`config.mk`:
```
export PLATFORM = sky130hd
export DESIGN_NAME = wbc2pipeline
export DESIGN_NICKNAME = d
export VERILOG_FILES = /design/src/rtl/wb_bridge_pkg.sv /design/src/rtl/wb_timeout_ctr.sv /design/src/rtl/wbc2pipeline.sv
export SDC_FILE = /design/constraint.sdc
export NUM_CORES = 1
export LEC_CHECK = 0
export BUFFER_PORTS_ARGS = -buffer_cell sky130_fd_sc_hd__buf_4
export CAP_MARGIN = 25
export CORE_AREA = 2 2 88 124
export CTS_CLUSTER_SIZE = 30
export DETAILED_ROUTE_END_ITERATION = 7
export DIE_AREA = 0 0 90 126
export SYNTH_ARGS = -nofsm -noshare
export SYNTH_HDL_FRONTEND = slang
export SYNTH_HIERARCHICAL = 1
export SYNTH_SLANG_ARGS = --single-unit
```
`constraint.sdc`:
```
create_clock -name i_clk -period 1.8 [get_ports i_clk]
set_input_delay 0.27 -clock i_clk [delete_from_list [all_inputs] [get_ports i_clk]]
set_output_delay 0.27 -clock i_clk [all_outputs]
set_load 0.05 [all_outputs]
```
`src/rtl/wb_bridge_pkg.sv`:
```
// Shared constants for the Wishbone bridges.
//   Bridge state encoding: IDLE, REQ, WAIT, ACK, ABORT.
//   Wishbone B4 cycle-type (CTI) and burst-type (BTE) codes.
package wb_bridge_pkg;

  localparam int unsigned STATE_W = 3;

  localparam logic [STATE_W-1:0] ST_IDLE  = 3'd0;
  localparam logic [STATE_W-1:0] ST_REQ   = 3'd1;
  localparam logic [STATE_W-1:0] ST_WAIT  = 3'd2;
  localparam logic [STATE_W-1:0] ST_ACK   = 3'd3;
  localparam logic [STATE_W-1:0] ST_ABORT = 3'd4;

  localparam int unsigned CTI_W = 3;
  localparam int unsigned BTE_W = 2;

  localparam logic [CTI_W-1:0] CTI_CLASSIC = 3'b000;
  localparam logic [CTI_W-1:0] CTI_CONST   = 3'b001;
  localparam logic [CTI_W-1:0] CTI_INCR    = 3'b010;
  localparam logic [CTI_W-1:0] CTI_EOB     = 3'b111;

  localparam logic [BTE_W-1:0] BTE_LINEAR = 2'b00;
  localparam logic [BTE_W-1:0] BTE_WRAP4  = 2'b01;
  localparam logic [BTE_W-1:0] BTE_WRAP8  = 2'b10;
  localparam logic [BTE_W-1:0] BTE_WRAP16 = 2'b11;

endpackage

```
`src/rtl/wb_timeout_ctr.sv`:
```
// Saturating response-timeout counter.
//   clk, reset_n : clock, synchronous active-low reset
//   clear        : restart the count from zero (has priority over enable)
//   enable       : count up by one, saturating at 2^LGTIMEOUT-1
//   expired_c    : count has reached its ceiling (constant 0 when LGTIMEOUT==0)
module wb_timeout_ctr #(
  parameter int unsigned LGTIMEOUT = 8
) (
  input  logic clk,
  input  logic reset_n,
  input  logic clear,
  input  logic enable,
  output logic expired_c
);

  if (LGTIMEOUT == 0) begin : g_off
    // Timeout disabled: nothing to count.
    logic unused_ctr;
    assign unused_ctr = ^{clk, reset_n, clear, enable};
    assign expired_c  = 1'b0;
  end else begin : g_on
    localparam int unsigned CW = LGTIMEOUT;
    localparam logic [CW-1:0] CNT_MAX = '1;

    logic [CW-1:0] count;

    always_ff @(posedge clk) begin
      if (!reset_n) begin
        count <= '0;
      end else if (clear) begin
        count <= '0;
      end else if (enable && (count != CNT_MAX)) begin
        count <= count + CW'(1);
      end
    end

    assign expired_c = (count == CNT_MAX);
  end

endmodule

```
`src/rtl/wbc2pipeline.sv`:
```
// Wishbone B4 classic master -> pipelined slave bridge with response timeout.
//   Classic side  : i_scyc/i_sstb/i_swe/i_saddr/i_sdata/i_ssel/i_scti/i_sbte in,
//                   o_sack/o_serr/o_sdata out (single-cycle ack or err).
//   Pipelined side: o_mcyc/o_mstb/o_mwe/o_maddr/o_mdata/o_msel out,
//                   i_mstall/i_mack/i_mdata/i_merr in.
//   One pipelined request per classic strobe; LGTIMEOUT bounds the wait
//   from issue to response (0 disables it).
module wbc2pipeline
  import wb_bridge_pkg::*;
#(
  parameter int unsigned AW        = 12,
  parameter int unsigned DW        = 32,
  parameter int unsigned LGTIMEOUT = 8
) (
  input  logic            i_clk,
  input  logic            i_reset_n,
  input  logic            i_scyc,
  input  logic            i_sstb,
  input  logic            i_swe,
  input  logic [AW-1:0]   i_saddr,
  input  logic [DW-1:0]   i_sdata,
  input  logic [DW/8-1:0] i_ssel,
  input  logic [2:0]      i_scti,
  input  logic [1:0]      i_sbte,
  output logic            o_sack,
  output logic            o_serr,
  output logic [DW-1:0]   o_sdata,
  output logic            o_mcyc,
  output logic            o_mstb,
  output logic            o_mwe,
  output logic [AW-1:0]   o_maddr,
  output logic [DW-1:0]   o_mdata,
  output logic [DW/8-1:0] o_msel,
  input  logic            i_mstall,
  input  logic            i_mack,
  input  logic [DW-1:0]   i_mdata,
  input  logic            i_merr
);

  logic [STATE_W-1:0] state, state_nxt;
  logic               mstb_r, mstb_nxt;
  logic               sack_nxt, serr_nxt;
  logic [DW-1:0]      sdata_nxt;
  logic               ctr_clear_c, ctr_en_c, expired_c;

  // Every beat is treated as classic; burst hints are deliberately ignored.
  logic unused_burst;
  assign unused_burst = ^{i_scti == CTI_CLASSIC, i_scti == CTI_CONST,
                          i_scti == CTI_INCR,    i_scti == CTI_EOB,
                          i_sbte == BTE_LINEAR,  i_sbte == BTE_WRAP4,
                          i_sbte == BTE_WRAP8,   i_sbte == BTE_WRAP16};

  // Classic master holds these stable until ack, so they pass straight through.
  assign o_mwe   = i_swe;
  assign o_maddr = i_saddr;
  assign o_mdata = i_sdata;
  assign o_msel  = i_ssel;

  // Dropping cyc (classic abort, reset or timeout flush) discards any
  // outstanding pipelined response in the same cycle.
  assign o_mcyc = i_reset_n && i_scyc && (state != ST_ABORT);
  // Gate the registered strobe so it can never be seen without cyc.
  assign o_mstb = mstb_r && o_mcyc;

  wb_timeout_ctr #(
    .LGTIMEOUT(LGTIMEOUT)
  ) u_timeout (
    .clk      (i_clk),
    .reset_n  (i_reset_n),
    .clear    (ctr_clear_c),
    .enable   (ctr_en_c),
    .expired_c(expired_c)
  );

  // State and registered outputs.
  always_ff @(posedge i_clk) begin
    if (!i_reset_n) begin
      state   <= ST_IDLE;
      mstb_r  <= 1'b0;
      o_sack  <= 1'b0;
      o_serr  <= 1'b0;
      o_sdata <= '0;
    end else begin
      state   <= state_nxt;
      mstb_r  <= mstb_nxt;
      o_sack  <= sack_nxt;
      o_serr  <= serr_nxt;
      o_sdata <= sdata_nxt;
    end
  end

  // Next state and next registered outputs; ack/err default low so they pulse.
  always_comb begin
    state_nxt   = state;
    mstb_nxt    = mstb_r;
    sack_nxt    = 1'b0;
    serr_nxt    = 1'b0;
    sdata_nxt   = o_sdata;
    ctr_clear_c = 1'b0;
    ctr_en_c    = 1'b0;

    if (!i_scyc) begin
      state_nxt = ST_IDLE;
      mstb_nxt  = 1'b0;
    end else begin
      case (state)
        ST_IDLE: begin
          if (i_sstb) begin
            state_nxt   = ST_REQ;
            mstb_nxt    = 1'b1;
            ctr_clear_c = 1'b1;
          end
        end
        ST_REQ: begin
          ctr_en_c = 1'b1;
          if (expired_c) begin
            serr_nxt  = 1'b1;
            mstb_nxt  = 1'b0;
            state_nxt = ST_ABORT;
          end else if (!i_mstall) begin
            mstb_nxt  = 1'b0;
            state_nxt = ST_WAIT;
          end
        end
        ST_WAIT: begin
          ctr_en_c = 1'b1;
          // A response arriving on the expiry cycle still wins; err beats ack.
          if (i_mack || i_merr) begin
            sack_nxt  = i_mack && !i_merr;
            serr_nxt  = i_merr;
            sdata_nxt = i_mdata;
            state_nxt = ST_ACK;
          end else if (expired_c) begin
            serr_nxt  = 1'b1;
            state_nxt = ST_ABORT;
          end
        end
        ST_ACK:   state_nxt = ST_IDLE;
        ST_ABORT: state_nxt = ST_IDLE;
        default: begin
          state_nxt = ST_IDLE;
          mstb_nxt  = 1'b0;
        end
      endcase
    end
  end

endmodule

```
Yosys cells after proc, flatten, opt, wreduce, memory -nomap -nowiden
Cells that the tools add are included.
{ "classes": {"n_addsub": 1, "multipliers": 0, "n_div": 0, "n_lt_le_gt_ge": 0, "n_eq_ne": 10, "n_shift": 0, "n_mux": 18, "n_bitwise": 2, "reduce_logical": 16} }
{ "op_table": {"columns": ["cell", "n"], "rows": [
  ["2-to-1 mux 3 bit", 5],
  ["2-to-1 mux 1 bit", 10],
  ["inequality test 3 bit, second input constant", 3],
  ["case mux 3 bit (3 select lines)", 1],
  ["AND reduction 3 bit", 3],
  ["adder 8 x 1 -> 8 bit, second input constant", 1],
  ["equality test 8 bit, second input constant", 1],
  ["inequality test 8 bit, second input constant", 1],
  ["equality test 3 x 2 -> 1 bit, second input constant", 2],
  ["logical AND 1 bit", 5],
  ["AND reduction 4 bit", 1],
  ["OR reduction 2 bit", 2],
  ["equality test 3 x 1 -> 1 bit, second input constant", 1],
  ["equality test 3 bit, second input constant", 1],
  ["logical NOT 3 bit", 1],
  ["case mux 1 bit (3 select lines)", 1],
  ["OR reduction 3 bit", 1],
  ["inequality test 2 bit, second input constant", 1],
  ["inverter 1 bit", 2],
  ["case mux 1 bit (2 select lines)", 1],
  ["AND reduction 2 bit", 1],
  ["logical NOT 1 bit", 1],
  ["logical OR 1 bit", 1]
]} }
{ "totals": {"ff_bits": 46, "latchBits": 0, "ram_bits": 0, "rom_bits": 0, "inputBits": 93, "output_inout_bits": 85, "wordCells": 53, "memories": 0} }

Depth between registers and ports, before layout
Gate-level depths: netlist of run 1.
{ "depth": {"ltp_word": 5, "ltp_mapped": 6, "mapped_depth_nobuf": 6} }

Hierarchy
The synthesis of run 1 kept the hierarchy.
{ "by_module_without_submodules": {"columns": ["mod", "instances", "cells_per_inst", "area_each_um2", "seq_area_each_um2"], "rows": [
  ["wbc2pipeline", 1, 227, 1985.7, 760.7],
  ["wb_timeout_ctr", 1, 50, 422.9, 160.2]
]} }

Worst setup path before layout of run 1
No wires, ideal clock.
{ "synth_path": {"path_type": "flip-flop to output port", "start": "reg state[1]", "end": "out o_mstb", "arrival_time_ps": 1844, "required_time_ps": 1530, "setup_slack_ps": -314, "stages_incl_launch_ff": 4, "path_buffers": 0, "cell_sequence": "dfxtp_1 > nor2_1 > a21oi_1 > and2_1"} }
{ "synth_between": {"elab_chain_cells": 3} }
{ "synth_rtl": {"columns": ["element", "line_no", "rtl"], "rows": [
  ["from (decl)", "wbc2pipeline.sv:40", "logic [STATE_W-1:0] state, state_nxt;"],
  ["from (signal assigned)", "wbc2pipeline.sv:84", "state <= state_nxt;"],
  ["inequality test 3 bit", "wbc2pipeline.sv:61", "assign o_mcyc = i_reset_n && i_scyc && (state != ST_ABORT);"],
  ["logical AND 1 bit", "wbc2pipeline.sv:61", null],
  ["via o_mcyc", "wbc2pipeline.sv:28", "output logic o_mcyc,"],
  ["logical AND 1 bit", "wbc2pipeline.sv:63", "assign o_mstb = mstb_r && o_mcyc;"],
  ["to (decl)", "wbc2pipeline.sv:29", "output logic o_mstb,"]
]} }
The timed path passes the listed nets, and every way through them passes these cells.

Worst setup path after layout of run 1
{ "layout_path": {"start": "reg state[1]", "end": "out o_mstb"} }
{ "layout_between": {"elab_chain_cells": 3} }
{ "layout_rtl": {"columns": ["element", "line_no"], "rows": [
  ["inequality test 3 bit", "wbc2pipeline.sv:61"],
  ["logical AND 1 bit", "wbc2pipeline.sv:61"],
  ["logical AND 1 bit", "wbc2pipeline.sv:63"]
]} }
Every way passes these cells.

==> metrics.md, run 1 <==
| Metric | Value |
|---|---|
| HPWL Detailed | `3980 µm` |
| Sequential share of the synthesized area | `38.2%` |
| Setup TNS | `0 ns` |
| All-Layer GR Usage | `9.14%` |
| Post-Synthesis Cell Area | `2410 µm²` |
| Fillers | `1133` |
| Reg2Reg Depth | `6` |
| Clk slew on worst S/H paths | `0.07 ns` |
| Max Slew Vio Count | `0` |
| CTS Root Buffer Type | `clkbuf_16` |
| Vias in the first global route | `1855` |
| Worst skew pair latency | `0.29 ns` |
| DIE WIDTH | `90 µm` |
| Pleak | `1.19 nW` |
| Layout cell share with drive strength beyond 1 | `34.0%` |
| Max Cap Viol | `0` |
| Tcrit/Tclk final | `93.5%` |
| Met1 Use GR | `8.79%` |
| Leading cell type in the layout, fill and taps excluded | `buf_4` |
| CTS tree | `yes` |
| Clock period minus worst slack | `1.68 ns` |
| Layout Nets | `405` |
| H-tree levels | `2` |
| Ant diodes | `0` |
| RSZ-0062 raised after global routing | `false` |
| Layout area overhead | `23.1%` |
| Syn Inst Count | `277` |
| Arrival @ worst endpoint | `1.41 ns` |
| # clock sinks | `46` |
| Final instance area | `2960 µm²` |
| Syn_nets | `371` |
| Synth Flop Type | `dfxtp_1` |
| Slew @ Worst Pin | `0.638 ns` |
| Full die area | `11300 µm²` |
| Final Setup Violations | `0` |
| Max-slew headroom | `56.9%` |
| Area leader, netlist | `dfxtp_1` |
| GRT overflow | `0` |
| Final ANT Viol Nets | `0` |
| WL per Instance | `11.6 µm` |
| 1st-iter DRT viols | `50` |
| Worst min path class | `input port to flop` |
| Vias | `1903` |
| Core area | `10200 µm²` |
| Die height | `126 µm` |
| Antenna violations before repair | `0` |
| Fmax | `594 MHz` |
| Startpoint types | `flop` |
| RePlAce Congestion | `0.750` |
| Number of port buffers | `74` |
| Critical-path maximum fanout | `6` |
| CTS max path bufs | `2` |
| Core Rows | `44` |
| Final hold violation count | `0` |
| Initial core utilization | `23.5%` |
| Grt peak-use layer | `met2` |
| Yosys cell types | `41` |
| Number of synthesized flops with an enable pin | `0` |
| I/O pin count | `178` |
| Critical path type | `flop to output port` |
| Worst Skew | `0.00654 ns` |
| Ys async rst share | `0%` |
| Status | `finished clean` |
| Yosys warnings | `6` |
| Critical Path Sink Type | `output port` |
| Cell Pwr Density | `724 nW/µm²` |
| CTS Buf Count | `5` |
| Synth area leaders | `dfxtp_1 38%, buf_4 15%, mux2i_1 14%, nand2_1 11%, a21oi_1 2.7%` |
| 1st-pass router iterations | `4` |
| Yosys top cell area share | `38.2%` |
| Final wirelength | `5210 µm` |
| Met2 Track Usage GR | `16.9%` |
| Flops & latches, synth | `46` |
| DRC | `0` |
| Data required, critical path | `1.53 ns` |
| Hold Path Stages | `2` |
| Cell Area, Placed | `2810 µm²` |
| Grt met3 use | `2.99%` |
| Commonest cells after routing, fill and taps aside | `86 x buf_4, 72 x nand2_1, 46 x dfxtp_1, 34 x mux2i_1, 11 x a21oi_1` |
| Post-DR vias/cell | `4.23` |
| Syn avg cell area | `8.70 µm²` |
| Max VDD drop | `0.371 mV` |
| First-pass GRT wire length | `8430 µm` |
| Largest net degree at the start of global routing | `35` |
==> Yosys cell counts, types with 2 or more instances <==
| cell type | number |
|---|---|
| nand2_1 | 72 |
| buf_4 | 49 |
| dfxtp_1 | 46 |
| mux2i_1 | 34 |
| a21oi_1 | 13 |
| clkbuf_1 | 6 |
| inv_1 | 4 |
| and3_1 | 3 |
| buf_8 | 3 |
| nand2b_1 | 3 |
| nor3_1 | 3 |
| o21ai_0 | 3 |
| a2111oi_0 | 2 |
| a21o_2 | 2 |
| a31oi_1 | 2 |
| and2_1 | 2 |
| and4_1 | 2 |
| buf_2 | 2 |
| nand4_1 | 2 |
| nor2_1 | 2 |
| nor2b_1 | 2 |
==> stage by stage <==
step | std cells | utilization, % | hold slack [ns] | power, mW | worst slack (ns)
after CTS | 450 | 28.9 | 0.145 | 2.20 | 0.0453
after global placement | 442 | 27.4 | 0.444 | 1.22 | 0.0684
final | 450 | 28.9 | 0.156 | 2.14 | 0.118
after floorplan | 277 | - | 0.347 | 1.42 | 0.0188
after global routing | 450 | 28.9 | 0.165 | 2.26 | 0.0152
after detailed placement | 442 | 27.4 | 0.449 | 1.22 | 0.0567
==> sequential cells by signal, indices dropped and copies added, names as in the netlist <==
name	count
mstb_r	1
o_sack	1
o_sdata	32
o_serr	1
state	3
u_timeout/g_on.count	8
==> logic make-up after synthesis <==
family / share of synthesized area, %
DFF: 38.2
buffers and inverters: 19.1
adders and majority gates: 0.519
AOI/OAI and AO/OA: 8.10
and+or+nand+nor: 19.9
muxes: 14.1
==> final cells by class <==
class	count	area [µm²]	share of cell area, %
Inverter	4	15.0	0.507
Timing Repair Buffer	87	666	22.5
Clock buffer	6	139	4.69
Tap cell	138	173	5.83
Sequential cell	46	921	31.1
Multi-Input combinational cell	167	1040	35.0
Clock inverter	2	12.5	0.422
==> layer usage <==
layer | up-vias | routed length (µm)
li1 | 941 | -
met1 | 871 | 1960
met2 | 63 | 2720
met3 | 28 | 362
met4 | 0 | 169
met5 | - | 0
==> critical path, stage by stage (launching register included) <==
cell and delay (ns):
dfxtp_1 0.33, buf_4 0.16, nor2_1 0.18, a21oi_2 0.10, and2_1 0.17, buf_4 0.18
==> path summary, 6_finish.rpt <==
path | startpoint | to | slack [ns]
setup / recovery | state[1]$_SDFFE_PN0P_ | o_mstb | 0.12
hold / removal | i_merr | o_sack$_SDFF_PN0_ | 0.16
setup reg to reg | u_timeout/g_on.count[0]$_SDFFE_PP0P_ | o_serr$_SDFF_PN0_ | 0.14
hold reg to reg | o_sdata[31]$_SDFFE_PN0P_ | o_sdata[31]$_SDFFE_PN0P_ | 0.46
==> where the power goes <==
group          switching, mW  leakage (nW)  internal (mW)  total [mW]
clock                  0.397        0.0729          0.550       0.947
sequential           0.00336         0.371           1.02        1.03
combinational         0.0841         0.749         0.0880       0.172
total                  0.484          1.19           1.66        2.14
==> repair_timing <==
item / 4_1_cts / 5_1_grt
buffers inserted: 0 / 0
resized for setup: 0 / 4
endpoints found under the setup margin: 0 / 6
hold buffers: 0 / 0
No activity file was read; power rests on OpenSTA's default activity.
==> run 2: changes to the inputs <==
PLACE_DENSITY = 0.51   (was unset)
==> run 2 against run 1 <==
Against the previous run: worst hold slack gained 0.0026 ns; sequential power is essentially flat; total power grew 5.6%; global-route usage grew 0.31 points; die area is the same; maximum frequency grew 0.68%; first-iteration DRC count grew 24%; register-to-register slack is essentially flat; utilization grew 0.39 points; clock power grew 12%; sequential share of layout area shrank 0.41 points; count of clock-buffer cells in the layout shrank 1; critical path type is now flop to flop; largest power group is now clock.
==> metrics.md, run 2 (synthesis results as in run 1) <==
| Metric | Value |
|---|---|
| Final hold violation count | `0 (unchanged)` |
| RePlAce Congestion | `0.707 (was 0.750)` |
| Antenna violations before repair | `0 (unchanged)` |
| Final Setup Violations | `0 (unchanged)` |
| HPWL Detailed | `4130 µm (was 3980 µm)` |
| Setup TNS | `0 ns (unchanged)` |
| Cell Area, Placed | `2820 µm² (was 2810 µm²)` |
| Layout Nets | `407 (was 405)` |
| DRC | `0 (unchanged)` |
| Fillers | `1119 (was 1133)` |
| Core area | `10200 µm² (unchanged)` |
| Sw Share | `21.9% (was 22.6%)` |
| Sequential Power Share | `45.3% (was 47.8%)` |
| Overall power | `2.27 mW (was 2.14 mW)` |
| Final wirelength | `5360 µm (was 5210 µm)` |
| Startpoint types | `flop (unchanged)` |
| Critical Path Sink Type | `flop (was output port)` |
| Layout area overhead | `24.7% (was 23.1%)` |
| Full die area | `11300 µm² (unchanged)` |
| WL per Instance | `11.8 µm (was 11.6 µm)` |
| 1st-iter DRT viols | `62 (was 50)` |
| Hold Path Stages | `2 (unchanged)` |
| All-Layer GR Usage | `9.46% (was 9.14%)` |
| CTS tree | `yes (unchanged)` |
| Tcrit/Tclk final | `92.8% (was 93.5%)` |
| Critical path type | `flop to flop (was flop to output port)` |
| WHS | `0.159 ns (was 0.156 ns)` |
| Post-DR vias/cell | `4.13 (was 4.23)` |
| CTS max path bufs | `2 (unchanged)` |
| Sw Pwr | `0.496 mW (was 0.484 mW)` |
| Register with the most flip-flops | `o_sdata (unchanged)` |
| DIE WIDTH | `90 µm (unchanged)` |
| Worst Skew | `0.00467 ns (was 0.00654 ns)` |
| 1st-pass router iterations | `4 (unchanged)` |
| Clock power frac | `47.0% (was 44.1%)` |
| CTS Buf Count | `5 (unchanged)` |
| Fmax | `599 MHz (was 594 MHz)` |
| Layout cell share with drive strength beyond 1 | `34.7% (was 34.0%)` |
| Final instance area | `3000 µm² (was 2960 µm²)` |
| Max reg flops | `32 (unchanged)` |
| RSZ-0062 raised after global routing | `false (unchanged)` |
| Inst Count DP | `444 (was 442)` |
| Critical-path maximum fanout | `7 (was 6)` |
| Initial core utilization | `23.5% (unchanged)` |
| Final ANT Viol Nets | `0 (unchanged)` |
| H-tree levels | `2 (unchanged)` |
| Max-slew headroom | `55.0% (was 56.9%)` |
| Cell Pwr Density | `754 nW/µm² (was 724 nW/µm²)` |
| Status | `finished clean (unchanged)` |
| Die height | `126 µm (unchanged)` |
| # clock sinks | `46 (unchanged)` |
| I/O pin count | `178 (unchanged)` |
| Ant diodes | `0 (unchanged)` |
| Max Slew Vio Count | `0 (unchanged)` |
| Vias in the first global route | `1843 (was 1855)` |
| Largest registers | `o_sdata x32, u_timeout/g_on.count x8, state x3 (unchanged)` |
| Data required, critical path | `1.98 ns (was 1.53 ns)` |
| Number of port buffers | `74 (unchanged)` |
| Gate power share | `7.7% (was 8.0%)` |
| Vias | `1865 (was 1903)` |
| Clock period minus worst slack | `1.67 ns (was 1.68 ns)` |
| Int Pwr | `1.77 mW (was 1.66 mW)` |
| Commonest cells after routing, fill and taps aside | `88 x buf_4, 72 x nand2_1, 46 x dfxtp_1, 34 x mux2i_1, 11 x a21oi_1 (was 86 x buf_4, 72 x nand2_1, 46 x dfxtp_1, 34 x mux2i_1, 11 x a21oi_1)` |
| GRT overflow | `0 (unchanged)` |
| Reg2Reg Depth | `6 (unchanged)` |
| Max Cap Viol | `0 (unchanged)` |
| Largest net degree at the start of global routing | `35 (unchanged)` |
| CTS Root Buffer Type | `clkbuf_16 (unchanged)` |
| Arrival @ worst endpoint | `1.85 ns (was 1.41 ns)` |
| Slew @ Worst Pin | `0.666 ns (was 0.638 ns)` |
| Worst skew pair latency | `0.29 ns (about the same)` |
| Clk slew on worst S/H paths | `0.06 ns (was 0.07 ns)` |
| Max VDD drop | `0.306 mV (was 0.371 mV)` |
| Non-filler cells in the finished layout | `452 (was 450)` |
| Core Rows | `44 (unchanged)` |
| Pleak | `1.22 nW (was 1.19 nW)` |
| First-pass GRT wire length | `8640 µm (was 8430 µm)` |
| Hold_buf cts | `0 (unchanged)` |
| Leading cell type in the layout, fill and taps excluded | `buf_4 (unchanged)` |
| Worst min path class | `input port to flop (unchanged)` |
## run 2: cell types whose count changed in the layout (fill, tap and decap cells not counted), sizes merged
| cell | before | now |
|---|---|---|
| bufinv | 0 | 1 |
| clkbuf | 6 | 5 |
| clkinvlp | 1 | 0 |
| buf | 87 | 89 |
| inv | 4 | 5 |
## run 2: area by class of cell
cell class / instances / area [µm²] / share of cell area [%]
clock buffers: 5 / 125 / 4.16
clock inverters: 3 / 43.8 / 1.46
inverters: 4 / 15.0 / 0.500
multi-input cells: 167 / 1050 / 34.8
flip-flops and latches: 46 / 921 / 30.7
well taps: 138 / 173 / 5.75
repair buffers: 89 / 681 / 22.7
## run 2: through the flow
stage | setup WS, ns | utilization (%)
6_report | 0.129 | 29.3
5_1_grt | 0.00414 | 29.3
4_1_cts | 0.00640 | 29.2
3_5_place_dp | 0.0265 | 27.5
3_3_place_gp | 0.0713 | 27.5
2_1_floorplan | 0.0188 | -
## run 2: per-layer routing
metal	wire, µm	share of wire, %	GRT usage (%)	vias up
met5	0	0	0	-
met4	189	3.5	5.70	0
met3	372	6.9	2.93	23
met2	2690	50	17.3	61
met1	2100	39	9.24	835
li1	-	-	-	946
## run 2: timing repair
action | 4_1_cts | 5_1_grt
buffers inserted | 0 | 0
setup endpoints to repair | 0 | 5
endpoints found under the hold margin | 0 | 0
gates resized for setup | 0 | 6
## run 2: critical path, cell delays in order, from the launching register on
cell      delay, ns
dfxtp_1        0.37
nand2b_1       0.22
a21oi_2        0.15
buf_4          0.14
nand3_1        0.08
or4_1          0.40
and3_1         0.18
## run 2: path summary, 6_finish.rpt
path,slack [ns],endpoint,start
max,0.13,u_timeout/g_on.count[6]$_SDFFE_PP0P_,state[2]$_SDFFE_PN0P_
min,0.16,o_sack$_SDFF_PN0_,i_merr
max reg2reg,0.13,u_timeout/g_on.count[6]$_SDFFE_PP0P_,state[2]$_SDFFE_PN0P_
min reg2reg,0.45,o_sdata[21]$_SDFFE_PN0P_,o_sdata[21]$_SDFFE_PN0P_
## run 2: power groups by stage
| stage | Sequential (mW) | Clock (mW) | Combinational [mW] |
|---|---|---|---|
| after floorplan | 1.06 | 0 | 0.367 |
| after global placement | 1.05 | 0 | 0.175 |
| after detailed placement | 1.05 | 0 | 0.177 |
| after CTS | 1.03 | 1.11 | 0.177 |
| after global routing | 1.03 | 1.14 | 0.195 |
| final | 1.03 | 1.06 | 0.175 |
